===== src/rtl/alu_pkg.sv =====
// Shared types and constants for the ALU start/done initiator.
// The ALU_FLAGS_REG_EN build option lives in alu_issue.sv; nothing here depends on it.
package alu_pkg;

    typedef enum logic [2:0] {
        IDLE,
        MODE,
        ISSUE,
        WAIT_LO,
        WAIT_HI,
        READ,
        RESP
    } state_e;

    localparam logic [7:0] CLR_CMP_INS  = 8'h40;
    localparam logic [7:0] CMP_OFF_INS  = 8'h41;
    localparam logic [7:0] CMP_ON_INS   = 8'h42;
    localparam logic [7:0] SIGN_OFF_INS = 8'h43;
    localparam logic [7:0] SIGN_ON_INS  = 8'h44;

    // Mode opcodes only reconfigure the ALU; they never use start/done.
    function automatic logic is_mode_op(input logic [7:0] cins);
        return (cins >= CLR_CMP_INS) && (cins <= SIGN_ON_INS);
    endfunction

endpackage


===== src/rtl/alu_issue_timer.sv =====
// Timeout counter for the two done-wait states; expired_o flags the last allowed wait cycle.
module alu_issue_timer #(
    parameter int TIMEOUT = 16,
    parameter int CNT_W   = 5
) (
    input  logic clk,
    input  logic rst,
    input  logic clear_i,
    input  logic en_i,
    output logic expired_o
);

    logic [CNT_W-1:0] cnt_q, cnt_d;

    always_comb begin
        cnt_d = cnt_q;
        if (clear_i) begin
            cnt_d = '0;
        end else if (en_i) begin
            cnt_d = cnt_q + 1'b1;
        end
    end

    always_ff @(posedge clk or negedge rst) begin
        if (!rst) begin
            cnt_q <= '0;
        end else begin
            cnt_q <= cnt_d;
        end
    end

    // The count starts at zero on the first wait cycle, so TIMEOUT-1 is the final cycle.
    assign expired_o = (cnt_q == CNT_W'(TIMEOUT - 1));

endmodule


===== src/rtl/alu_issue.sv =====
// Initiator for the ALU start/done protocol with a valid/ready request and response port.
// Build option ALU_FLAGS_REG_EN adds a {C,V,Z,N} flag register and the flags_q port.
module alu_issue
    import alu_pkg::*;
#(
    parameter int TIMEOUT = 16,
    parameter int CNT_W   = 5
) (
    input  logic       clk,
    input  logic       rst,
    input  logic       req_valid,
    output logic       req_ready,
    input  logic [7:0] req_cins,
    input  logic [7:0] req_a,
    input  logic [7:0] req_b,
    input  logic       req_carry,
    output logic       rsp_valid,
    input  logic       rsp_ready,
    output logic [7:0] rsp_data,
    output logic       rsp_carry,
    output logic       rsp_over,
    output logic       rsp_err,
    output logic       alu_start,
    output logic [7:0] alu_cins,
    output logic [7:0] alu_a,
    output logic [7:0] alu_b,
    output logic       alu_carryin,
    output logic       alu_oe,
    input  logic       alu_done,
    input  logic [7:0] alu_result,
    input  logic       alu_carryout,
    input  logic       alu_overout
`ifdef ALU_FLAGS_REG_EN
    ,
    output logic [3:0] flags_q
`endif
);

    state_e     state_q, state_d;
    logic [7:0] cins_q, cins_d, a_q, a_d, b_q, b_d;
    logic       carry_q, carry_d;
    logic [7:0] rspData_q, rspData_d;
    logic       rspCarry_q, rspCarry_d, rspOver_q, rspOver_d, rspErr_q, rspErr_d;
    logic       timerClear, timerEn, timerExpired, active, useCarry;

    alu_issue_timer #(
        .TIMEOUT(TIMEOUT),
        .CNT_W  (CNT_W)
    ) u_timer (
        .clk      (clk),
        .rst      (rst),
        .clear_i  (timerClear),
        .en_i     (timerEn),
        .expired_o(timerExpired)
    );

    always_comb begin
        state_d    = state_q;
        cins_d     = cins_q;
        a_d        = a_q;
        b_d        = b_q;
        carry_d    = carry_q;
        rspData_d  = rspData_q;
        rspCarry_d = rspCarry_q;
        rspOver_d  = rspOver_q;
        rspErr_d   = rspErr_q;
        timerClear = 1'b0;
        timerEn    = 1'b0;
        case (state_q)
            IDLE: begin
                if (req_valid) begin
                    cins_d  = req_cins;
                    a_d     = req_a;
                    b_d     = req_b;
                    carry_d = req_carry;
                    state_d = is_mode_op(req_cins) ? MODE : ISSUE;
                end
            end
            MODE: begin
                rspData_d  = '0;
                rspCarry_d = 1'b0;
                rspOver_d  = 1'b0;
                rspErr_d   = 1'b0;
                state_d    = RESP;
            end
            ISSUE: begin
                timerClear = 1'b1;
                state_d    = WAIT_LO;
            end
            // A done level that is already low here also covers an ALU that was busy at ISSUE.
            WAIT_LO, WAIT_HI: begin
                if ((state_q == WAIT_LO) ? !alu_done : alu_done) begin
                    timerClear = 1'b1;
                    state_d    = (state_q == WAIT_LO) ? WAIT_HI : READ;
                end else if (timerExpired) begin
                    rspData_d  = '0;
                    rspCarry_d = 1'b0;
                    rspOver_d  = 1'b0;
                    rspErr_d   = 1'b1;
                    state_d    = RESP;
                end else begin
                    timerEn = 1'b1;
                end
            end
            READ: begin
                rspData_d  = alu_result;
                rspCarry_d = alu_carryout;
                rspOver_d  = alu_overout;
                rspErr_d   = 1'b0;
                state_d    = RESP;
            end
            RESP: begin
                if (rsp_ready) begin
                    state_d = IDLE;
                end
            end
            default: state_d = IDLE;
        endcase
    end

    always_ff @(posedge clk or negedge rst) begin
        if (!rst) begin
            state_q    <= IDLE;
            cins_q     <= '0;
            a_q        <= '0;
            b_q        <= '0;
            carry_q    <= 1'b0;
            rspData_q  <= '0;
            rspCarry_q <= 1'b0;
            rspOver_q  <= 1'b0;
            rspErr_q   <= 1'b0;
        end else begin
            state_q    <= state_d;
            cins_q     <= cins_d;
            a_q        <= a_d;
            b_q        <= b_d;
            carry_q    <= carry_d;
            rspData_q  <= rspData_d;
            rspCarry_q <= rspCarry_d;
            rspOver_q  <= rspOver_d;
            rspErr_q   <= rspErr_d;
        end
    end

`ifdef ALU_FLAGS_REG_EN
    logic [3:0] flags_d;

    always_comb begin
        flags_d = flags_q;
        if (state_q == READ) begin
            flags_d = {alu_carryout, alu_overout, (alu_result == 8'h00), alu_result[7]};
        end else if (((state_q == WAIT_LO) || (state_q == WAIT_HI)) && (state_d == RESP)) begin
            flags_d = '0;
        end
    end

    always_ff @(posedge clk or negedge rst) begin
        if (!rst) begin
            flags_q <= '0;
        end else begin
            flags_q <= flags_d;
        end
    end

    // The latched request carry selects the stored C flag instead of supplying the value.
    assign useCarry = carry_q & flags_q[3];
`else
    assign useCarry = carry_q;
`endif

    assign active      = (state_q inside {MODE, ISSUE, WAIT_LO, WAIT_HI, READ});
    assign req_ready   = (state_q == IDLE);
    assign rsp_valid   = (state_q == RESP);
    assign rsp_data    = rsp_valid ? rspData_q : 8'h00;
    assign rsp_carry   = rsp_valid & rspCarry_q;
    assign rsp_over    = rsp_valid & rspOver_q;
    assign rsp_err     = rsp_valid & rspErr_q;
    assign alu_start   = (state_q == ISSUE);
    assign alu_oe      = (state_q == READ);
    assign alu_cins    = active ? cins_q : 8'h00;
    assign alu_a       = active ? a_q : 8'h00;
    assign alu_b       = active ? b_q : 8'h00;
    assign alu_carryin = active & useCarry;

endmodule

===== config.mk =====
export PLATFORM = sky130hd
export DESIGN_NAME = alu_issue
export DESIGN_NICKNAME = d
export VERILOG_FILES = /design/src/rtl/alu_pkg.sv /design/src/rtl/alu_issue_timer.sv /design/src/rtl/alu_issue.sv
export SDC_FILE = /design/constraint.sdc
export NUM_CORES = 1
export LEC_CHECK = 0
export ABC_CLOCK_PERIOD_IN_PS = 1900
export BUFFER_PORTS_ARGS = -buffer_cell sky130_fd_sc_hd__buf_2
export CAP_MARGIN = 20
export CORE_ASPECT_RATIO = 1.1
export CORE_MARGIN = 3
export CORE_UTILIZATION = 44
export CTS_CLUSTER_DIAMETER = 60
export DETAILED_ROUTE_END_ITERATION = 8
export PLACE_DENSITY = 0.82
export SYNTH_ARGS = -nofsm -noshare
export SYNTH_HDL_FRONTEND = slang
export SYNTH_SLANG_ARGS = --single-unit

===== constraint.sdc =====
create_clock -name clk -period 1.9 [get_ports clk]
set_clock_uncertainty 0.05 [all_clocks]
set_input_delay 0.19 -clock clk [delete_from_list [all_inputs] [get_ports clk]]
set_output_delay 0.19 -clock clk [all_outputs]
set_load 0.01 [all_outputs]

==> summary.md, run 1 <==
| Metric | Value |
|---|---|
| Run status | `complete, no violations` |
| Fin. Hold Viols | `0` |
| Crit start category | `register` |
| Port Buffer Count | `79` |
| Crit path arrival time | `1980 ps` |
| EDFF count, synth | `0` |
| CP Max Fanout | `6` |
| Clock slew at reported path FFs | `80 ps` |
| Final Max Slew Viols | `0` |
| Final count of negative-setup-slack endpoints | `0` |
| Ys async rst share | `100%` |
| Register area share after synthesis | `51.3%` |
| Netlist cell types | `34` |
| Number of max-cap violations | `0` |
| DIE AREA | `0.00576 mm²` |
| Layout fillers | `379` |
| Mapped Cells | `184` |
| Via count | `1672` |
| Final Non-Filler Cells | `335` |
| Global-route wire length before repair | `7480 µm` |
| Sw frac | `37.0%` |
| Yosys top cell area share | `51.3%` |
| CP Capture Type | `register` |
| Crit path cell chain | `nand3b_1 -> ha_4 -> nor4b_4 -> a211oi_2 -> nor2b_2 -> mux2_2` |
| Top Layer Used | `met4` |
| Via-to-Cell Ratio | `4.99` |
| Clock sink total | `44` |
| Routed length on met3 | `240 µm` |
| Largest net degree at the start of global routing | `45` |
| Delay-heaviest family, CP | `simple AND/OR/NAND/NOR gates` |
| Syn nets | `227` |
| Worst slew pin tran | `310 ps` |
| Power per cell area | `1620 mW/mm²` |
| Static Leak | `0.00146 µW` |
| H-tree Lvls | `2` |
| Synthesis-to-layout area growth | `35.0%` |
| NumNets Final | `321` |
| Synth warn | `0` |
| Gpl congestion | `0.877` |
| Chip width | `72.6 µm` |
| Drt drc | `0` |
| RSZ-0062 raised after global routing | `yes` |
| Sequential Power Share | `33.7%` |
| M1 WL | `1940 µm` |
| FMAX | `541 MHz` |
| Synth Register Bits | `44` |
| DRT iter0 DRCs | `104` |
| Cell taking the most area after synthesis | `dfrtp_1` |
| Pint | `2960 µW` |
| WL per Instance | `13.9 µm` |
| Clock network power share | `12.8%` |
| Worst Hold Class | `input port to register` |
| Data required, critical path | `2030 ps` |
| Mapped cell area | `0.00215 mm²` |
| Ratio of cells with drive above 1 in the final layout | `51.6%` |
| TritonRoute pass-1 iters | `4` |
| Clock tree buffer depth | `2` |
| Die Y | `79.3 µm` |
| Min Tclk post-route | `1850 ps` |
| Slew Limit Headroom | `79.3%` |
| Initial core utilization | `45.9%` |
| Sw Pwr | `1740 µW` |
| Vias in the first global route | `1655` |
| Fin crit share | `97.3%` |
| VDD IR max | `0.795 mV` |
| Buf/Inv on CP | `0` |
| Row Count | `26` |
| Metal2 WL | `2370 µm` |
| Setup ws final | `51.3 ps` |
| Initial antenna violation count | `0` |
| IO Count | `80` |
| CTS Buf Count | `5` |
| TritonCTS clock tree | `yes` |
| Dpl ws | `11.0 ps` |
| Ant. Diodes | `0` |
| DP Wirelength | `3410 µm` |
| Synth Flop Type | `dfrtp_1` |
| Slowest stage cell, crit path | `dfrtp_1` |
| Clock latency on the worst-skew pair | `290 ps` |
| Clock root buffer | `clkbuf_8` |
| Antenna viol nets, final | `0` |
| Total grt overflow | `0` |
| Synth area leaders | `dfrtp_1 51%, mux2_2 13%, and2_1 11%` |
| Combinational Power Share | `53.6%` |
| Inst Count DP | `321` |
| Syn avg cell area | `11.7 µm²` |
| GRT Total Usage | `16.7%` |
| Overall routed net length | `4670 µm` |
| Crit path largest cell delay | `390 ps` |
| Critical path type | `register to register` |
| Area of the core | `0.00468 mm²` |
-- per-stage QoR --
stage | setup TNS [ps] | cell area, µm² | power [µW] | hold slack, ps | util, %
2_1_floorplan | -139 | 2190 | 3120 | -156 | -
3_3_place_gp | 0 | 2710 | 3860 | 131 | 57.8
3_5_place_dp | 0 | 2710 | 3950 | 132 | 57.8
4_1_cts | -81.0 | 2830 | 4600 | 47.6 | 60.4
5_1_grt | -224 | 2900 | 5080 | 54.2 | 61.9
6_report | 0 | 2900 | 4700 | 56.3 | 61.9
-- synth_stat cells, types with 2 or more instances --
library cell and number:
buf_4 3, o221ai_1 2, nor4_1 2, a21oi_1 2
nand2b_1 3, and2_1 37, nor2b_1 2, nand4_1 2
a22o_1 12, clkbuf_1 2, nor2_1 2, mux2_2 24
inv_1 8, ha_1 3, dfrtp_1 44, mux2_1 2
mux2i_1 2, o21ai_0 5, nand2_1 7, a21o_1 2
buf_2 5
-- flip-flops by register name, indices dropped and copies added, names as in the netlist --
signal	cells
rspErr_q	1
carry_q	1
cins_q	8
rspData_q	8
rspOver_q	1
rspCarry_q	1
a_q	8
u_timer.cnt_q	5
state_q	3
b_q	8
-- what timing repair did --
| action | 4_1_cts | 5_1_grt |
|---|---|---|
| setup endpoints to repair | 29 | 38 |
| pin swaps | 0 | 1 |
| hold buffers | 1 | 0 |
| endpoints found under the hold margin | 44 | 0 |
| gates resized for setup | 5 | 11 |
| buffers inserted | 0 | 4 |
| gates cloned | 0 | 1 |
-- power by group through the flow --
stage               Sequential [µW]  Combinational, µW  Clock, µW
floorplan                      1530               1590          0
global placement               1560               2300          0
detailed placement             1590               2360          0
CTS                            1570               2400        621
global route                   1640               2770        664
finish                         1580               2510        600
-- cell usage in the layout (no fill, tap or decap), types with 2 or more instances in the layout --
master    Yosys  routed
buf_2         5      80
dfrtp_1      44      42
and2_1       37      36
mux2_2       24      24
a22o_1       12      12
buf_4         3      10
inv_1         8       7
nand2_1       7       7
clkbuf_8      0       6
o21ai_0       5       5
buf_6         0       4
nor3_4        0       2
a21oi_1       2       2
nor2b_2       1       2
nor4_1        2       2
nand2b_1      3       2
nor2_1        2       2
nand4_1       2       2
a21o_1        2       2
mux2_1        2       2
mux2i_1       2       2
buf_12        0       2
dfrtp_2       0       2
-- path summary, 6_finish.rpt --
kind                                              startpoint                            to  slack, ps  cells past startpoint
worst min register to register  u_timer.cnt_q[3]$_DFFE_PN0P_  u_timer.cnt_q[3]$_DFFE_PN0P_        430                      1
worst max register to register        state_q[2]$_DFFE_PN0P_  u_timer.cnt_q[0]$_DFFE_PN0P_         50                      6
max in group asynchronous                                rst        state_q[0]$_DFFE_PN0P_       1230                      3
worst max-delay path                  state_q[2]$_DFFE_PN0P_  u_timer.cnt_q[0]$_DFFE_PN0P_         50                      6
worst min-delay path                                req_a[3]            a_q[3]$_DFFE_PN0P_         60                      2
min in group asynchronous                                rst            b_q[2]$_DFFE_PN0P_        350                      3
-- cells by family (layout without fill, tap and decap cells) --
logic type / count (synthesis) / in the layout / synth area share [%]
mux: 28 / 28 / 14.6
buf+inv: 18 / 113 / 3.96
fa+ha+maj: 3 / 3 / 1.75
flops: 44 / 44 / 51.3
compound gates: 28 / 28 / 10.5
simple gates: 63 / 63 / 18.0
-- area by class of cell --
type | instances | area [µm²] | share of cell area (%)
clock buffer | 7 | 86.3 | 2.98
clock inverter | 1 | 7.51 | 0.259
inverter | 8 | 30.0 | 1.04
multi-input combinational | 122 | 1030 | 35.6
sequential | 44 | 1100 | 38.1
tap | 56 | 70.1 | 2.42
timing repair buffer | 97 | 571 | 19.7
-- routing by layer --
metal	vias to the layer above	track usage, %
met5	-	0
met4	0	7.93
met3	10	3.80
met2	46	27.3
met1	790	20.7
li1	826	-
No activity file was read; power rests on OpenSTA's default activity.
==> inputs of run 2 (changes only) <==
--- a/config.mk
+++ b/config.mk
@@ -10,10 +10,10 @@
 export CAP_MARGIN = 20
 export CORE_ASPECT_RATIO = 1.1
 export CORE_MARGIN = 3
-export CORE_UTILIZATION = 44
+export CORE_UTILIZATION = 40
 export CTS_CLUSTER_DIAMETER = 60
 export DETAILED_ROUTE_END_ITERATION = 8
-export PLACE_DENSITY = 0.82
+export PLACE_DENSITY = 0.77
 export SYNTH_ARGS = -nofsm -noshare
 export SYNTH_HDL_FRONTEND = slang
 export SYNTH_SLANG_ARGS = --single-unit
==> summary.md, run 2 (synthesis gave the netlist of run 1 again) <==
| Metric | Value |
|---|---|
| Synthesis-to-layout area growth | `38.0%` |
| Final Max Slew Viols | `0` |
| Multi-input gate area | `0.00102 mm²` |
| Gpl congestion | `0.825` |
| Clock tree buffer depth | `2` |
| Slew Limit Headroom | `62.7%` |
| Critical R2R Launch | `state_q[1]$_DFFE_PN0P_` |
| Die Y | `82.9 µm` |
| Crit start category | `register` |
| WL per Instance | `14.2 µm` |
| Crit path arrival time | `1990 ps` |
| NumNets Final | `330` |
| DIE AREA | `0.00629 mm²` |
| Power per cell area | `1630 mW/mm²` |
| Most common library cell in the layout ignoring fill and taps | `buf_2` |
| Fin crit share | `97.7%` |
| Min-Delay Endpoint | `rspData_q[2]$_DFFE_PN0P_` |
| Ant. Diodes | `0` |
| Overall routed net length | `5110 µm` |
| Static Leak | `0.00149 µW` |
| Final count of negative-setup-slack endpoints | `0` |
| Clock slew at reported path FFs | `80 ps` |
| Clock sink total | `44` |
| DP Wirelength | `3540 µm` |
| Run status | `complete, no violations` |
| Initial antenna violation count | `0` |
| Via count | `1775` |
| RSZ-0062 raised after global routing | `yes` |
| TritonRoute pass-1 iters | `4` |
| WHS Path Cells | `2` |
| Data required, critical path | `2030 ps` |
| FF/Latch Area | `0.00110 mm²` |
| CTS Buf Count | `5` |
| Worst Hold Class | `input port to register` |
| IO Count | `80` |
| TritonCTS clock tree | `yes` |
| R2r setup slk | `40 ps` |
| GRT Total Usage | `15.9%` |
| Ratio of cells with drive above 1 in the final layout | `52.6%` |
| Drt drc | `0` |
| Critical path type | `register to register` |
| H-tree Lvls | `2` |
| VDD IR max | `0.705 mV` |
| Initial core utilization | `42.1%` |
| Worst hold path startpoint | `alu_result[2]` |
| Clock root buffer | `clkbuf_8` |
| CP Max Fanout | `6` |
| R2R depth | `6` |
| Vias in the first global route | `1733` |
| Fin. Hold Viols | `0` |
| Final Core Density | `58.1%` |
| FMAX | `539 MHz` |
| Area of the core | `0.00510 mm²` |
| Final Power | `4820 µW` |
| DRT iter0 DRCs | `101` |
| Global-route wire length before repair | `7800 µm` |
| CP Capture Type | `register` |
| Min Tclk post-route | `1860 ps` |
| Row Count | `27` |
| Total grt overflow | `0` |
| Port Buffer Count | `79` |
| Antenna viol nets, final | `0` |
| Number of max-cap violations | `0` |
| Via-to-Cell Ratio | `4.94` |
| Commonest cells after routing, fill and taps aside | `79 x buf_2, 42 x dfrtp_1, 37 x and2_1` |
| Layout fillers | `451` |
| Chip width | `75.9 µm` |
| Clock latency on the worst-skew pair | `290 ps` |
| Worst slew pin tran | `560 ps` |
| RR Endpoint | `u_timer.cnt_q[0]$_DFFE_PN0P_` |
| Largest net degree at the start of global routing | `45` |
[run 2: cell count changes in the layout (fill, tap and decap cells not counted), sizes merged]
cell,delta
clkinvlp,+1
inv,-1
buf,+8
clkbuf,-1
clkinv,+1
[run 2: routing by layer]
metal  routed length (µm)  GRT usage (%)  vias up
met1                 2090           18.8      855
li1                     -              -      852
met4                   26           4.93        0
met2                 2710           27.4       65
met3                  278           3.75        3
met5                    0              0        -
[run 2: how the worst max path moves through the flow]
stage / start / to / slack, ps
after floorplan: state_q[2]$_DFFE_PN0P_ / u_timer.cnt_q[0]$_DFFE_PN0P_ / -90
after global placement: u_timer.cnt_q[0]$_DFFE_PN0P_ / u_timer.cnt_q[0]$_DFFE_PN0P_ / 40
after detailed placement: u_timer.cnt_q[0]$_DFFE_PN0P_ / u_timer.cnt_q[0]$_DFFE_PN0P_ / 0.8
after CTS: u_timer.cnt_q[0]$_DFFE_PN0P_ / u_timer.cnt_q[0]$_DFFE_PN0P_ / 10
after global routing: state_q[1]$_DFFE_PN0P_ / u_timer.cnt_q[0]$_DFFE_PN0P_ / -40
final: state_q[1]$_DFFE_PN0P_ / u_timer.cnt_q[0]$_DFFE_PN0P_ / 40
[run 2: repair_timing]
item / in CTS / in global routing
gates resized for setup: 3 / 14
pin swaps: 0 / 2
endpoints found under the setup margin: 12 / 40
gates cloned: 0 / 2
buffers inserted: 2 / 8
endpoints found under the hold margin: 44 / 0
hold buffers: 1 / 0
[run 2: critical path, stage by stage (launching register included)]
cell      delay (ps)
dfrtp_2          450
nand3b_1         180
ha_4             320
nor4b_4          220
a211oi_2          70
nor2b_2          190
mux2_2           260
[run 2: power by group]
part           total (µW)  switching [µW]  internal [µW]
clock network         549             300            249
logic                2680            1270           1410
registers            1590             221           1370
[run 2: layout make-up]
type | instances | area share (%)
sequential | 44 | 37.2
multi-input combinational | 122 | 34.5
timing repair buffer | 106 | 21.3
tap | 72 | 3.04
clock buffer | 5 | 2.32
inverter | 8 | 1.14
clock inverter | 2 | 0.422
[run 2: metrics by stage]
stage / setup TNS, ps / area (µm²) / setup WS, ps / hold WS (ps) / std cells
floorplan: -139 / 2190 / -88.2 / -156 / 184
global placement: 0 / 2730 / 43.1 / 245 / 339
detailed placement: 0 / 2730 / 0.794 / 257 / 339
CTS: 0 / 2850 / 9.71 / 59.7 / 349
global route: -38.9 / 2960 / -36.2 / 62.6 / 359
finish: 0 / 2960 / 43.2 / 69.2 / 359
